<file path="src/rtl/lcd_timing_if.sv">
// Tile-layer and panel signals of the LCD timing generator.
// master: the timing generator; slave: the tile-layer stage and the panel.
interface lcd_timing_if;
    logic [23:0] i_color;
    logic        o_lcd_clk;
    logic [8:0]  o_x;
    logic [8:0]  o_y;
    logic        o_hsync;
    logic        o_vsync;
    logic        o_de;
    logic [23:0] o_rgb;
    logic        o_frame_start;

    modport master (
        input  i_color,
        output o_lcd_clk, o_x, o_y, o_hsync, o_vsync, o_de, o_rgb, o_frame_start
    );

    modport slave (
        output i_color,
        input  o_lcd_clk, o_x, o_y, o_hsync, o_vsync, o_de, o_rgb, o_frame_start
    );
endinterface

</file>
<file path="src/rtl/lcd_timing.sv">
// Parallel-RGB LCD timing generator: pixel-clock divider, h/v raster counters and a
// registered panel stage that lags the presented coordinate by one pixel.
module lcd_timing #(
    parameter int unsigned CLK_DIV  = 8,
    parameter int unsigned H_ACTIVE = 480,
    parameter int unsigned H_FP     = 2,
    parameter int unsigned H_SYNC   = 41,
    parameter int unsigned H_BP     = 2,
    parameter int unsigned V_ACTIVE = 272,
    parameter int unsigned V_FP     = 2,
    parameter int unsigned V_SYNC   = 10,
    parameter int unsigned V_BP     = 2
) (
    input  logic          i_clk,
    input  logic          i_rst,
    lcd_timing_if.master  bus
);

    localparam int unsigned H_TOTAL = H_ACTIVE + H_FP + H_SYNC + H_BP;
    localparam int unsigned V_TOTAL = V_ACTIVE + V_FP + V_SYNC + V_BP;
    localparam int unsigned DIV_W   = $clog2(CLK_DIV);

    localparam logic [DIV_W-1:0] DIV_LAST = DIV_W'(CLK_DIV - 1);
    localparam logic [DIV_W-1:0] DIV_HALF = DIV_W'(CLK_DIV / 2 - 1);

    localparam logic [9:0] H_LAST   = 10'(H_TOTAL - 1);
    localparam logic [9:0] V_LAST   = 10'(V_TOTAL - 1);
    localparam logic [9:0] H_ACT    = 10'(H_ACTIVE);
    localparam logic [9:0] V_ACT    = 10'(V_ACTIVE);
    // Sync windows as [begin, end) in counter units.
    localparam logic [9:0] HS_BEGIN = 10'(H_ACTIVE + H_FP);
    localparam logic [9:0] HS_END   = 10'(H_ACTIVE + H_FP + H_SYNC);
    localparam logic [9:0] VS_BEGIN = 10'(V_ACTIVE + V_FP);
    localparam logic [9:0] VS_END   = 10'(V_ACTIVE + V_FP + V_SYNC);

    logic [DIV_W-1:0] div_q, div_d;
    logic [9:0]       h_q, h_d;
    logic [9:0]       v_q, v_d;
    logic             lcd_clk_q, lcd_clk_d;
    logic             hsync_q, hsync_d;
    logic             vsync_q, vsync_d;
    logic             de_q, de_d;
    logic [23:0]      rgb_q, rgb_d;
    logic             frame_start_q, frame_start_d;

    logic tick;
    logic h_wrap;
    logic v_wrap;
    logic active;

    always_comb begin
        tick   = (div_q == DIV_LAST);
        h_wrap = (h_q == H_LAST);
        v_wrap = (v_q == V_LAST);
        // Pre-advance position: drives o_x/o_y now and becomes de_nxt at the tick.
        active = (h_q < H_ACT) && (v_q < V_ACT);

        div_d         = tick ? '0 : div_q + 1'b1;
        h_d           = h_q;
        v_d           = v_q;
        lcd_clk_d     = lcd_clk_q;
        hsync_d       = hsync_q;
        vsync_d       = vsync_q;
        de_d          = de_q;
        rgb_d         = rgb_q;
        frame_start_d = 1'b0;

        if (tick) begin
            h_d = h_wrap ? '0 : h_q + 10'd1;
            if (h_wrap) begin
                v_d = v_wrap ? '0 : v_q + 10'd1;
            end
            lcd_clk_d     = 1'b1;
            de_d          = active;
            rgb_d         = active ? bus.i_color : 24'h000000;
            hsync_d       = !((h_q >= HS_BEGIN) && (h_q < HS_END));
            vsync_d       = !((v_q >= VS_BEGIN) && (v_q < VS_END));
            frame_start_d = h_wrap && v_wrap;
        end else if (div_q == DIV_HALF) begin
            lcd_clk_d = 1'b0;
        end
    end

    always_ff @(posedge i_clk) begin
        if (i_rst) begin
            div_q         <= '0;
            h_q           <= H_LAST;
            v_q           <= V_LAST;
            lcd_clk_q     <= 1'b0;
            hsync_q       <= 1'b1;
            vsync_q       <= 1'b1;
            de_q          <= 1'b0;
            rgb_q         <= 24'h000000;
            frame_start_q <= 1'b0;
        end else begin
            div_q         <= div_d;
            h_q           <= h_d;
            v_q           <= v_d;
            lcd_clk_q     <= lcd_clk_d;
            hsync_q       <= hsync_d;
            vsync_q       <= vsync_d;
            de_q          <= de_d;
            rgb_q         <= rgb_d;
            frame_start_q <= frame_start_d;
        end
    end

    assign bus.o_lcd_clk     = lcd_clk_q;
    assign bus.o_x           = active ? h_q[8:0] : 9'd0;
    assign bus.o_y           = active ? v_q[8:0] : 9'd0;
    assign bus.o_hsync       = hsync_q;
    assign bus.o_vsync       = vsync_q;
    assign bus.o_de          = de_q;
    assign bus.o_rgb         = rgb_q;
    assign bus.o_frame_start = frame_start_q;

endmodule

</file>
<file path="src/flat_wrapper.sv">
// flat-port wrapper written by rule: the top's interface ports become plain ports
module lcd_timing_flat 
#(
    parameter int unsigned CLK_DIV  = 8,
    parameter int unsigned H_ACTIVE = 480,
    parameter int unsigned H_FP     = 2,
    parameter int unsigned H_SYNC   = 41,
    parameter int unsigned H_BP     = 2,
    parameter int unsigned V_ACTIVE = 272,
    parameter int unsigned V_FP     = 2,
    parameter int unsigned V_SYNC   = 10,
    parameter int unsigned V_BP     = 2
)
  (i_clk, i_rst, bus_i_color, bus_o_lcd_clk, bus_o_x, bus_o_y, bus_o_hsync, bus_o_vsync, bus_o_de, bus_o_rgb, bus_o_frame_start);
  lcd_timing_if bus_i ();
  input  logic i_clk;
  input  logic i_rst;
  input wire logic [$bits(bus_i.i_color)-1:0] bus_i_color;
  output wire logic [$bits(bus_i.o_lcd_clk)-1:0] bus_o_lcd_clk;
  output wire logic [$bits(bus_i.o_x)-1:0] bus_o_x;
  output wire logic [$bits(bus_i.o_y)-1:0] bus_o_y;
  output wire logic [$bits(bus_i.o_hsync)-1:0] bus_o_hsync;
  output wire logic [$bits(bus_i.o_vsync)-1:0] bus_o_vsync;
  output wire logic [$bits(bus_i.o_de)-1:0] bus_o_de;
  output wire logic [$bits(bus_i.o_rgb)-1:0] bus_o_rgb;
  output wire logic [$bits(bus_i.o_frame_start)-1:0] bus_o_frame_start;
  assign bus_i.i_color = bus_i_color;
  assign bus_o_lcd_clk = bus_i.o_lcd_clk;
  assign bus_o_x = bus_i.o_x;
  assign bus_o_y = bus_i.o_y;
  assign bus_o_hsync = bus_i.o_hsync;
  assign bus_o_vsync = bus_i.o_vsync;
  assign bus_o_de = bus_i.o_de;
  assign bus_o_rgb = bus_i.o_rgb;
  assign bus_o_frame_start = bus_i.o_frame_start;
  lcd_timing #(.CLK_DIV(CLK_DIV), .H_ACTIVE(H_ACTIVE), .H_FP(H_FP), .H_SYNC(H_SYNC), .H_BP(H_BP), .V_ACTIVE(V_ACTIVE), .V_FP(V_FP), .V_SYNC(V_SYNC), .V_BP(V_BP)) u_core (.i_clk(i_clk), .i_rst(i_rst), .bus(bus_i));
endmodule
</file>
<file path="config.mk">
export PLATFORM = sky130hd
export DESIGN_NAME = lcd_timing_flat
export DESIGN_NICKNAME = d
export VERILOG_FILES = /design/src/rtl/lcd_timing_if.sv /design/src/rtl/lcd_timing.sv /design/src/flat_wrapper.sv
export SDC_FILE = /design/constraint.sdc
export NUM_CORES = 1
export LEC_CHECK = 0
export CORE_ASPECT_RATIO = 1.25
export CORE_UTILIZATION = 45
export DETAILED_ROUTE_END_ITERATION = 16
export GPL_TIMING_DRIVEN = 0
export PLACE_DENSITY = 0.76
export SYNTH_ARGS = -nofsm -noshare
export SYNTH_HDL_FRONTEND = slang
export SYNTH_SLANG_ARGS = --single-unit
</file>
<file path="constraint.sdc">
create_clock -name i_clk -period 2.6 [get_ports i_clk]
set_input_delay 0.52 -clock i_clk [delete_from_list [all_inputs] [get_ports i_clk]]
set_output_delay 0.52 -clock i_clk [all_outputs]
set_load 0.01 [all_outputs]
</file>
Yosys cells after proc, flatten, opt, wreduce, memory -nomap -nowiden --
Index checks and enable logic that the tools add are counted.
Word-level totals: bits in registers 52, word-level logic and storage cells 40, bits of input ports 26, output and inout port bits 47
Cells by class: eq/ne operators 4, $add $sub $neg 3, reduce and logical (&&, ||, !) cells 10, mux-type cells 7, $lt $le $gt $ge 6, bitwise gates (word level) 1
Operators with widths (count):
- $lt 10x9->1 const B | 3
- $mux 24 | 1
- $add 10x1->10 const B | 2
- $ge 10x9->1 const B | 2
- $mux 10 | 2
- $mux 9 | 2
- $eq 10x10->1 const B | 1
- $eq 10x9->1 const B | 1
- $lt 10x10->1 const B | 1
- $logic_and 1x1->1 | 4
- $reduce_or 2->1 | 2
- $add 3x1->3 const B | 1
- $eq 3x2->1 const B | 1
- $eq 3x3->1 const B | 1
- $logic_not 1->1 | 2
- $mux 1 | 2
- $reduce_and 2->1 | 1
- $reduce_bool 2->1 | 1
- $not 1->1 | 1

Depth between registers and ports, before layout --
Gate-level depths: netlist of run 1.
depth in word-level cells 3, depth in mapped cells 7, depth with buffers taken out 6

Least setup slack after synthesis of run 1 --
OpenSTA, ideal clock, no wires.
kind reg-to-reg, from register u_core.h_q[0], to register u_core.v_q[4], clock period less this slack 2016 ps, arrival time 1896 ps, data required time 2480 ps, slack 584 ps, setup time 120 ps, cell stages (with the launch flop) 8, path buffers 1, cells stage by stage dfxtp_1 inv_1 ha_1 or3b_2 or3_1 buf_2 a21o_1 a211o_1
Between the ends: longest elaborated chain between the ends 2
Ends and longest elaborated chain:
- start, declared | line lcd_timing.sv:37 | logic [9:0] h_q, h_d;
- start signal, assigned | line lcd_timing.sv:87 | h_q <= H_LAST;
- start signal, assigned | line lcd_timing.sv:97 | h_q <= h_d;
- $eq 10x10->1 | line lcd_timing.sv:53 | h_wrap = (h_q == H_LAST);
- $reduce_and 2->1 (no source line)
- end signal, assigned | line lcd_timing.sv:98 | v_q <= v_d;
- end, declared | line lcd_timing.sv:38 | logic [9:0] v_q, v_d;
Every way passes these cells. A chain may end at the register's enable or synchronous reset.

Final worst setup path of run 1 --
from register u_core.v_q[4], to output port bus_o_x[4]
Between the ends: longest elaborated chain between the ends 3
Ends and longest elaborated chain:
- $lt 10x9->1 | line lcd_timing.sv:56 | active = (h_q < H_ACT) && (v_q < V_ACT);
- $logic_and 1x1->1 | line lcd_timing.sv:56
- $mux 9 | line lcd_timing.sv:109 | assign bus.o_x = active ? h_q[8:0] : 9'd0;
- end, declared | line flat_wrapper.sv:20 | output wire logic [$bits(bus_i.o_x)-1:0] bus_o_x;
Every way passes these cells.

==> results of run 1 <==
-- timing repair --
action | CTS | global route
hold buffers | 0 | 0
endpoints found under the setup margin | 18 | 16
gates resized for setup | 7 | 7
pin swaps | 1 | 0
buffers inserted | 1 | 0
-- kinds of logic after synthesis --
kind of cell	synth area share, %
fa+ha+maj	3.40
buf+inv	3.62
compound gates	19.2
simple gates	23.0
mux	0.453
xor+xnor	3.17
flops	47.1
-- synth_stat cells (all sizes together) (3+ instances only) --
cell type and instances:
a211o 3, a21oi 8, a22o 24, and2 23
and3 9, buf 4, clkbuf 10, dfxtp 52
ha 6, inv 6, nand2 9, nand3 4
nand4 7, nor2 4, nor3 17, o21ai 8
or3 3, xnor2 3, xor2 5
-- stage by stage --
stage | setup slack (ps) | power, mW | cells
finish | 24.0 | 1.51 | 369
floorplan | 584 | 0.846 | 231
detailed placement | -163 | 0.892 | 362
CTS | 12.0 | 1.52 | 369
global placement | -111 | 0.890 | 362
global route | -48.6 | 1.56 | 369
-- worst paths after layout --
path                endpoint            start  slack (ps)  cells after the start
max               bus_o_x[4]    u_core.v_q[4]          20                      5
min          u_core.div_q[0]  u_core.div_q[0]         430                      1
max reg2reg    u_core.v_q[4]  u_core.div_q[0]         320                      7
min reg2reg  u_core.div_q[0]  u_core.div_q[0]         430                      1
-- metal layers --
| metal | share of wire [%] | up-vias | routed length [um] | GRT usage [%] |
|---|---|---|---|---|
| li1 | - | 998 | - | - |
| met1 | 41 | 923 | 2160 | 25.7 |
| met2 | 47 | 93 | 2480 | 37.4 |
| met3 | 11 | 8 | 558 | 9.09 |
| met4 | 1.4 | 0 | 72 | 7.78 |
| met5 | 0 | - | 0 | 0 |
-- state kept, by name, indices dropped and copies added (netlist names) --
signal	cells
u_core.bus.o_de	1
u_core.div_q	3
u_core.bus.o_frame_start	1
u_core.bus.o_hsync	1
u_core.bus.o_rgb	24
u_core.h_q	10
u_core.bus.o_vsync	1
u_core.v_q	10
u_core.bus.o_lcd_clk	1
-- where the power goes --
part,internal (mW),switching (mW),total (mW)
combinational,0.0409,0.0274,0.0683
clock,0.379,0.258,0.636
sequential,0.801,0.00315,0.804
-- area by class of cell --
cell class | instances | share of cell area [%]
plain buffers | 13 | 1.82
clock buffers | 5 | 2.18
clock inverters | 2 | 1.90
inverters | 6 | 0.713
multi-input cells | 159 | 34.8
flip-flops and latches | 52 | 33.0
well taps | 60 | 2.38
repair buffers | 72 | 23.2
==> results.sh, run 1 <==
export IMPL_synth_cell_types=39
export IMPL_tns_ps=0
export IMPL_antenna_found_initial=0
export IMPL_synthArstFlopShare_pct=0
export IMPL_hpwl_mm=3.76
export IMPL_die_area_um2=5200
export IMPL_p_leak_nw=1.34
export IMPL_multi_input_area_um2=1100
export IMPL_viasPerCell=5.48
export IMPL_drive_gt1_share_pct=6.15
export IMPL_wire_per_inst_um=14.3
export IMPL_cp_slowest_cell="clkdlybuf4s50_1"
export IMPL_grt_pass1_vias=1977
export IMPL_fin_area_um2=3160
export IMPL_numCtsBuffers=5
export IMPL_n_fill_cell=401
export IMPL_cpPeakStageDelay_ps=520
export IMPL_outcome="finished clean"
export IMPL_die_width_um=64.7
export IMPL_max_freq_ghz=0.388
export IMPL_ys_warn_count=0
export IMPL_die_h_um=80.3
export IMPL_layout_common_cells="clkdlybuf4s50_1, dfxtp_1, a22o_1"
export IMPL_ios=73
export IMPL_path_max_fanout=10
export IMPL_routed_wl_mm=5.27
export IMPL_start_kind="flip-flop"
export IMPL_synthCells=231
export IMPL_end_kind="output port"
export IMPL_areaGrowthSynthToFinish_pct=42.9
export IMPL_core_um2=4730
export IMPL_placed_area_um2=3000
export IMPL_setup_viol=0
export IMPL_grt_max_degree=16
export IMPL_drc=0
export IMPL_path_clk_slew_ps=90
export IMPL_clock_latency_ps=300
export IMPL_root_buffer="clkbuf_8"
export IMPL_gp_congestion=0.872
export IMPL_skew_ps=7.95
export IMPL_antenna_left=0
export IMPL_synth_top_area_share_pct=47.1
export IMPL_initial_core_util_pct=46.7
export IMPL_h_tree_depth=2
export IMPL_synth_seq_area_share_pct=47.1
export IMPL_relSlewSlack_pct=63.0
export IMPL_io_buffers=71
export IMPL_synth_avg_cell_area_um2=9.57
export IMPL_synth_seq_cells=52
export IMPL_clkSinkCount=52
export IMPL_crit_arrival_ps=2060
export IMPL_tightest_slew_ps=551
export IMPL_syn_area_um2=2210
export IMPL_synthTopCellsByArea="dfxtp_1, a22o_1, and2_1, nor3_1, ha_1"
export IMPL_path_cells="o41ai_2, and3_2, clkbuf_4, and2_1, clkdlybuf4s50_1"
export IMPL_grt_first_pass_wirelength_mm=9.07
export IMPL_finalCriticalPeriod_ps=2580
export IMPL_vias=2022
export IMPL_drtPass1Iterations=4
export IMPL_p_per_area_nw_per_um2=478
export IMPL_whs_ps=429
export IMPL_placementRows=28
export IMPL_cap_violations=0
export IMPL_overflow=0
export IMPL_synth_top_area_cell="dfxtp_1"
export IMPL_hold_viol_final=0
export IMPL_crit_required_ps=2080
export IMPL_ir_drop_v=0.000350
export IMPL_postLayoutCoreUtil_pct=66.7
export IMPL_critPathKind="reg2out"
export IMPL_clockBufferDepth=2
export IMPL_cts_tree="yes"
export IMPL_cp_top_family="buffers and inverters"
export IMPL_drt_iter0_markers=174
export IMPL_synthFlopType="dfxtp_1"
export IMPL_synth_edf_count=0
export IMPL_regArea_um2=1040
export IMPL_track_usage_pct=22.4
export IMPL_cp_num_buf_inv=2
export IMPL_period_share_pct=99.1
export IMPL_synth_nets=263
export IMPL_layout_commonest_cell="clkdlybuf4s50_1"
export IMPL_hold_path_class="reg2reg"
export IMPL_slew_viol_final=0
export IMPL_rsz0062_at_grt="true"
export IMPL_antenna_cells=0
export IMPL_final_nets=341
Note: power is estimated with default switching activity, not from simulation.
==> inputs of run 2 (changes only) <==
--- a/config.mk
+++ b/config.mk
@@ -7,3 +7,2 @@
 export LEC_CHECK = 0
-export CORE_ASPECT_RATIO = 1.25
 export CORE_UTILIZATION = 45
@@ -12,2 +11,3 @@
 export PLACE_DENSITY = 0.76
+export RECOVER_POWER = 50
 export SYNTH_ARGS = -nofsm -noshare
==> constraint.sdc (replaced) <==
create_clock -name i_clk -period 2.6 [get_ports i_clk]
set_input_delay 0.39 -clock i_clk [delete_from_list [all_inputs] [get_ports i_clk]]
set_output_delay 0.39 -clock i_clk [all_outputs]
set_load 0.01 [all_outputs]
==> run 2 against run 1 <==
  * Cell count up 2.2%
  * Global-route usage decreased by 1.6 points
  * Fmax increased by 3.3%
==> results.sh, run 2 (synthesis results as in run 1) <==
export IMPL_holdPathStages=1
export IMPL_drc=0
export IMPL_die_h_um=72.1
export IMPL_placed_area_um2=3000
export IMPL_wire_per_inst_um=13.6
export IMPL_path_max_fanout=10
export IMPL_overflow=0
export IMPL_max_freq_ghz=0.401
export IMPL_end_kind="output port"
export IMPL_place_ws_ps=-157
export IMPL_antenna_cells=0
export IMPL_hold_viol_final=0
export IMPL_drt_iter0_markers=125
export IMPL_fin_area_um2=3160
export IMPL_period_share_pct=95.9
export IMPL_cap_violations=0
export IMPL_h_tree_depth=2
export IMPL_layout_commonest_cell="dfxtp_1"
export IMPL_final_cells=377
export IMPL_path_cells="o41ai_2, and3_2, clkbuf_4, and2_1, clkdlybuf4s50_1"
export IMPL_relSlewSlack_pct=55.7
export IMPL_vias=2034
export IMPL_grtUsageMet2_pct=31.2
export IMPL_cpPeakStageDelay_ps=520
export IMPL_antenna_left=0
export IMPL_tightest_slew_ps=660
export IMPL_crit_arrival_ps=2100
export IMPL_gp_congestion=0.861
export IMPL_setup_viol=0
export IMPL_core_um2=4720
export IMPL_layout_setup_ws_ps=106
export IMPL_drtPass1Iterations=4
export IMPL_n_fill_cell=399
export IMPL_dp_cells=369
export IMPL_grtUsageMet3_pct=8.33
export IMPL_grt_first_pass_wirelength_mm=8.47
export IMPL_tns_ps=0
export IMPL_io_buffers=71
export IMPL_die_area_um2=5190
export IMPL_clockBufferDepth=2
export IMPL_initial_core_util_pct=46.8
export IMPL_rsz0062_at_grt="false"
export IMPL_cp_num_buf_inv=2
export IMPL_antenna_found_initial=0
export IMPL_outcome="finished clean"
export IMPL_routed_wl_mm=5.14
export IMPL_worstHoldStart="u_core.div_q[0]"
export IMPL_p_leak_nw=1.33
export IMPL_track_usage_pct=20.8
export IMPL_start_kind="flip-flop"
export IMPL_viasPerCell=5.40
export IMPL_power_mw=1.54
export IMPL_critPathKind="reg2out"
export IMPL_ir_drop_v=0.000303
export IMPL_finalCriticalPeriod_ps=2490
export IMPL_rr_endpoint="u_core.v_q[4]"
export IMPL_cp_slowest_cell="clkdlybuf4s50_1"
export IMPL_reg2reg_from="u_core.div_q[0]"
export IMPL_die_width_um=72.1
export IMPL_reg2regPathDepth=7
export IMPL_grt_pass1_vias=1792
export IMPL_clock_latency_ps=310
export IMPL_slew_viol_final=0
export IMPL_drive_gt1_share_pct=6.13
export IMPL_r2r_slack_ps=250
export IMPL_root_buffer="clkbuf_8"
export IMPL_grt_util_met1_pct=26.4
export IMPL_layout_common_cells="dfxtp_1, clkdlybuf4s50_1, dlygate4sd3_1"
export IMPL_hold_path_class="reg2reg"
export IMPL_p_per_area_nw_per_um2=489
export IMPL_largest_register_ffs=24
export IMPL_areaGrowthSynthToFinish_pct=43.0
export IMPL_grt_max_degree=18
export IMPL_clkSinkCount=52
export IMPL_path_clk_slew_ps=100
export IMPL_placementRows=25
export IMPL_min_to="u_core.div_q[0]"
export IMPL_top_usage_layer="met2"
export IMPL_skew_ps=9.38
export IMPL_cts_tree="yes"
export IMPL_ios=73
export IMPL_cp_top_family="buffers and inverters"
export IMPL_numCtsBuffers=5
export IMPL_hpwl_mm=3.67
export IMPL_crit_required_ps=2210
export IMPL_ctsHoldBuffers=0
export IMPL_final_nets=341
==> run 2: cell types whose count changed in the layout (fill, tap and decap cells not counted), sizes merged <==
cell | previous run | this run
dlygate4sd3 | 0 | 29
dlygate4sd2 | 2 | 1
clkbuf | 14 | 16
inv | 6 | 7
dlymetal6s2s | 7 | 2
buf | 5 | 3
clkdlybuf4s50 | 62 | 39
==> run 2: worst max path at each step <==
| stage | cells after the start | start | to |
|---|---|---|---|
| floorplan | 7 | u_core.h_q[0] | u_core.v_q[4] |
| global placement | 6 | u_core.v_q[4] | bus_o_x[1] |
| detailed placement | 6 | u_core.v_q[4] | bus_o_x[3] |
| CTS | 5 | u_core.v_q[4] | bus_o_y[6] |
| global route | 5 | u_core.v_q[7] | bus_o_x[5] |
| finish | 5 | u_core.v_q[7] | bus_o_x[4] |
==> run 2: per-stage QoR <==
stage	util, %	hold slack [ps]
after floorplan	-	398
after global placement	63.6	409
after detailed placement	63.6	420
after CTS	66.9	440
after global routing	66.9	479
final	66.9	432
==> run 2: repair_timing <==
action / 4_1_cts / 5_1_grt
resized for setup: 5 / 7
endpoints found under the hold margin: 0 / 0
buffers inserted: 1 / 0
pin swaps: 1 / 1
gates cloned: 0 / 0
endpoints found under the setup margin: 18 / 17
==> run 2: per-layer routing <==
layer | wire, um | share of wire [%]
met1 | 2320 | 45
met2 | 2260 | 44
met3 | 484 | 9.4
met4 | 72 | 1.4
met5 | 0 | 0
==> run 2: final cells by class <==
class	count	area (um^2)	share of cell area [%]
plain buffers	13	55.1	1.74
clock buffers	5	68.8	2.18
clock inverters	3	68.8	2.18
inverters	6	22.5	0.713
multi-input cells	159	1090	34.6
flip-flops and latches	52	1040	33.1
well taps	67	83.8	2.65
repair buffers	72	722	22.9
==> run 2: power breakdown <==
group          switching, mW  leakage [nW]  internal, mW  total (mW)
logic                 0.0275         0.842        0.0405      0.0680
clock network          0.284        0.0687         0.388       0.671
registers            0.00314         0.421         0.801       0.804
==> inputs of run 3 (changes only) <==
CORE_UTILIZATION = 47   (was 45)
CTS_BUF_LIST = sky130_fd_sc_hd__clkbuf_4   (was default)
HOLD_SLACK_MARGIN = 0.08   (was default)
PLACE_DENSITY = 0.79   (was 0.76)
==> run 3 against run 2 <==
  * The flow now finishes with violations (DRC)
  * First-iteration DRC count up 34%
  * Largest cell class unchanged
  * Largest power group unchanged
  * Global-route usage up 1.3 points
  * Cell count down 3.7%
  * Power down 18%
  * Clock skew down 3.4 ps
  * Utilization up 2.7 points
  * Clock power down 42%
  * Register-to-register slack worse by 20 ps
  * Sequential power about the same
  * Fmax down 2.7%
  * Highest routed layer unchanged
  * Via count down 0.44%
==> results.sh, run 3 (synthesis results as in run 1) <==
export IMPL_antenna_left=0
export IMPL_period_share_pct=98.6
export IMPL_crit_arrival_ps=2170
export IMPL_max_freq_ghz=0.390
export IMPL_path_clk_slew_ps=160
export IMPL_finalCriticalPeriod_ps=2560
export IMPL_drc=4
export IMPL_skew_ps=5.94
export IMPL_setup_viol=0
export IMPL_clockBufferDepth=2
export IMPL_crit_required_ps=2210
export IMPL_cts_tree="yes"
export IMPL_hpwl_mm=3.76
export IMPL_start_kind="flip-flop"
export IMPL_path_max_fanout=10
export IMPL_reg2regPathDepth=7
export IMPL_grt_pass1_vias=1931
export IMPL_die_area_um2=4980
export IMPL_drt_iter0_markers=167
export IMPL_routed_wl_mm=5.37
export IMPL_gp_congestion=0.892
export IMPL_io_buffers=71
export IMPL_hold_path_class="reg2reg"
export IMPL_die_width_um=70.6
export IMPL_fin_area_um2=3090
export IMPL_ir_drop_v=0.000339
export IMPL_drive_gt1_share_pct=6.75
export IMPL_placed_area_um2=2990
export IMPL_violations="DRC"
export IMPL_h_tree_depth=2
export IMPL_overflow=0
export IMPL_numCtsBuffers=5
export IMPL_largest_register_ffs=24
export IMPL_p_leak_nw=1.41
export IMPL_root_buffer="clkbuf_4"
export IMPL_areaGrowthSynthToFinish_pct=40.0
export IMPL_antenna_found_initial=0
export IMPL_grt_first_pass_wirelength_mm=8.74
export IMPL_slew_viol_final=0
export IMPL_clkSinkCount=52
export IMPL_cap_violations=0
export IMPL_layout_commonest_cell="dfxtp_1"
export IMPL_vias=2025
export IMPL_holdPathStages=1
export IMPL_grt_max_degree=18
export IMPL_core_um2=4440
export IMPL_critPathKind="reg2out"
export IMPL_layout_common_cells="dfxtp_1, clkdlybuf4s50_1, dlygate4sd3_1"
export IMPL_wire_per_inst_um=14.8
export IMPL_relSlewSlack_pct=52.5
export IMPL_ios=73
export IMPL_initial_core_util_pct=49.7
export IMPL_antenna_cells=0
export IMPL_whs_ps=434
export IMPL_end_kind="output port"
export IMPL_clock_latency_ps=380
export IMPL_final_nets=342
export IMPL_tightest_slew_ps=707
export IMPL_drtPass1Iterations=10
export IMPL_hold_viol_final=0
export IMPL_viasPerCell=5.58
export IMPL_die_h_um=70.6
export IMPL_placementRows=24
export IMPL_outcome="complete, but fails checks"
export IMPL_track_usage_pct=22.1
export IMPL_p_per_area_nw_per_um2=407
run 3: changes by cell type in the layout (fill, tap and decap cells not counted), moves of 2 or more:
| cell | previous run | this run |
|---|---|---|
| clkdlybuf4s50_1 | 39 | 34 |
| clkbuf_8 | 5 | 0 |
| dlymetal6s2s_1 | 2 | 8 |
| bufinv_16 | 2 | 0 |
| buf_2 | 2 | 4 |
| clkbuf_4 | 1 | 6 |
| dfxtp_2 | 3 | 1 |
| clkbuf_1 | 10 | 8 |
run 3: worst max-delay path, cell delays in order, from the launching register on:
cell	delay [ps]
dfxtp_4	390
o41ai_2	340
and3_4	230
clkbuf_4	170
and2_1	130
clkdlybuf4s50_1	520
run 3: final timing paths:
kind                                      start               to  slack, ps
worst max-delay path              u_core.v_q[4]       bus_o_x[1]         40
worst min-delay path            u_core.div_q[0]  u_core.div_q[0]        430
worst max register to register  u_core.div_q[0]    u_core.v_q[6]        230
worst min register to register  u_core.div_q[0]  u_core.div_q[0]        430
run 3: metal layers:
layer / wire [um] / vias to the layer above / track usage (%)
li1: - / 1006 / -
met1: 2260 / 913 / 26.0
met2: 2480 / 96 / 37.9
met3: 523 / 10 / 6.55
met4: 104 / 0 / 8.89
met5: 0 / - / 0
run 3: area by class of cell:
type                            count  area [um^2]
Multi-Input combinational cell    159         1100
Fill cell                         367         1350
Clock inverter                      3         22.5
Clock buffer                        5         37.5
Tap cell                           52         65.1
Inverter                            6         22.5
Buffer                             13         57.6
Sequential cell                    52         1050
Timing Repair Buffer               73          746
run 3: power breakdown:
| group | internal, mW | switching, mW | leakage (nW) | total, mW |
|---|---|---|---|---|
| Sequential | 0.802 | 0.00290 | 0.420 | 0.804 |
| Clock | 0.110 | 0.277 | 0.0356 | 0.386 |
| Combinational | 0.0410 | 0.0279 | 0.957 | 0.0689 |
| Total | 0.952 | 0.307 | 1.41 | 1.26 |
run 3: repair_timing:
action,CTS,global route
endpoints found under the setup margin,18,18
hold buffers,0,0
buffers inserted,1,1
pin swaps,1,0
resized for setup,5,11
run 3: per-stage QoR:
| step | total power [mW] | std cells | setup TNS, ps | worst slack (ps) | utilization [%] |
|---|---|---|---|---|---|
| 6_report | 1.26 | 363 | 0 | 36.7 | 69.6 |
| 5_1_grt | 1.31 | 363 | -360 | -53.0 | 69.6 |
| 4_1_cts | 1.26 | 362 | 0 | 1.36 | 68.8 |
| 3_5_place_dp | 0.891 | 354 | -356 | -46.5 | 67.2 |
| 3_3_place_gp | 0.890 | 354 | -92.3 | -18.9 | 67.2 |
| 2_1_floorplan | 0.846 | 231 | 0 | 584 | - |
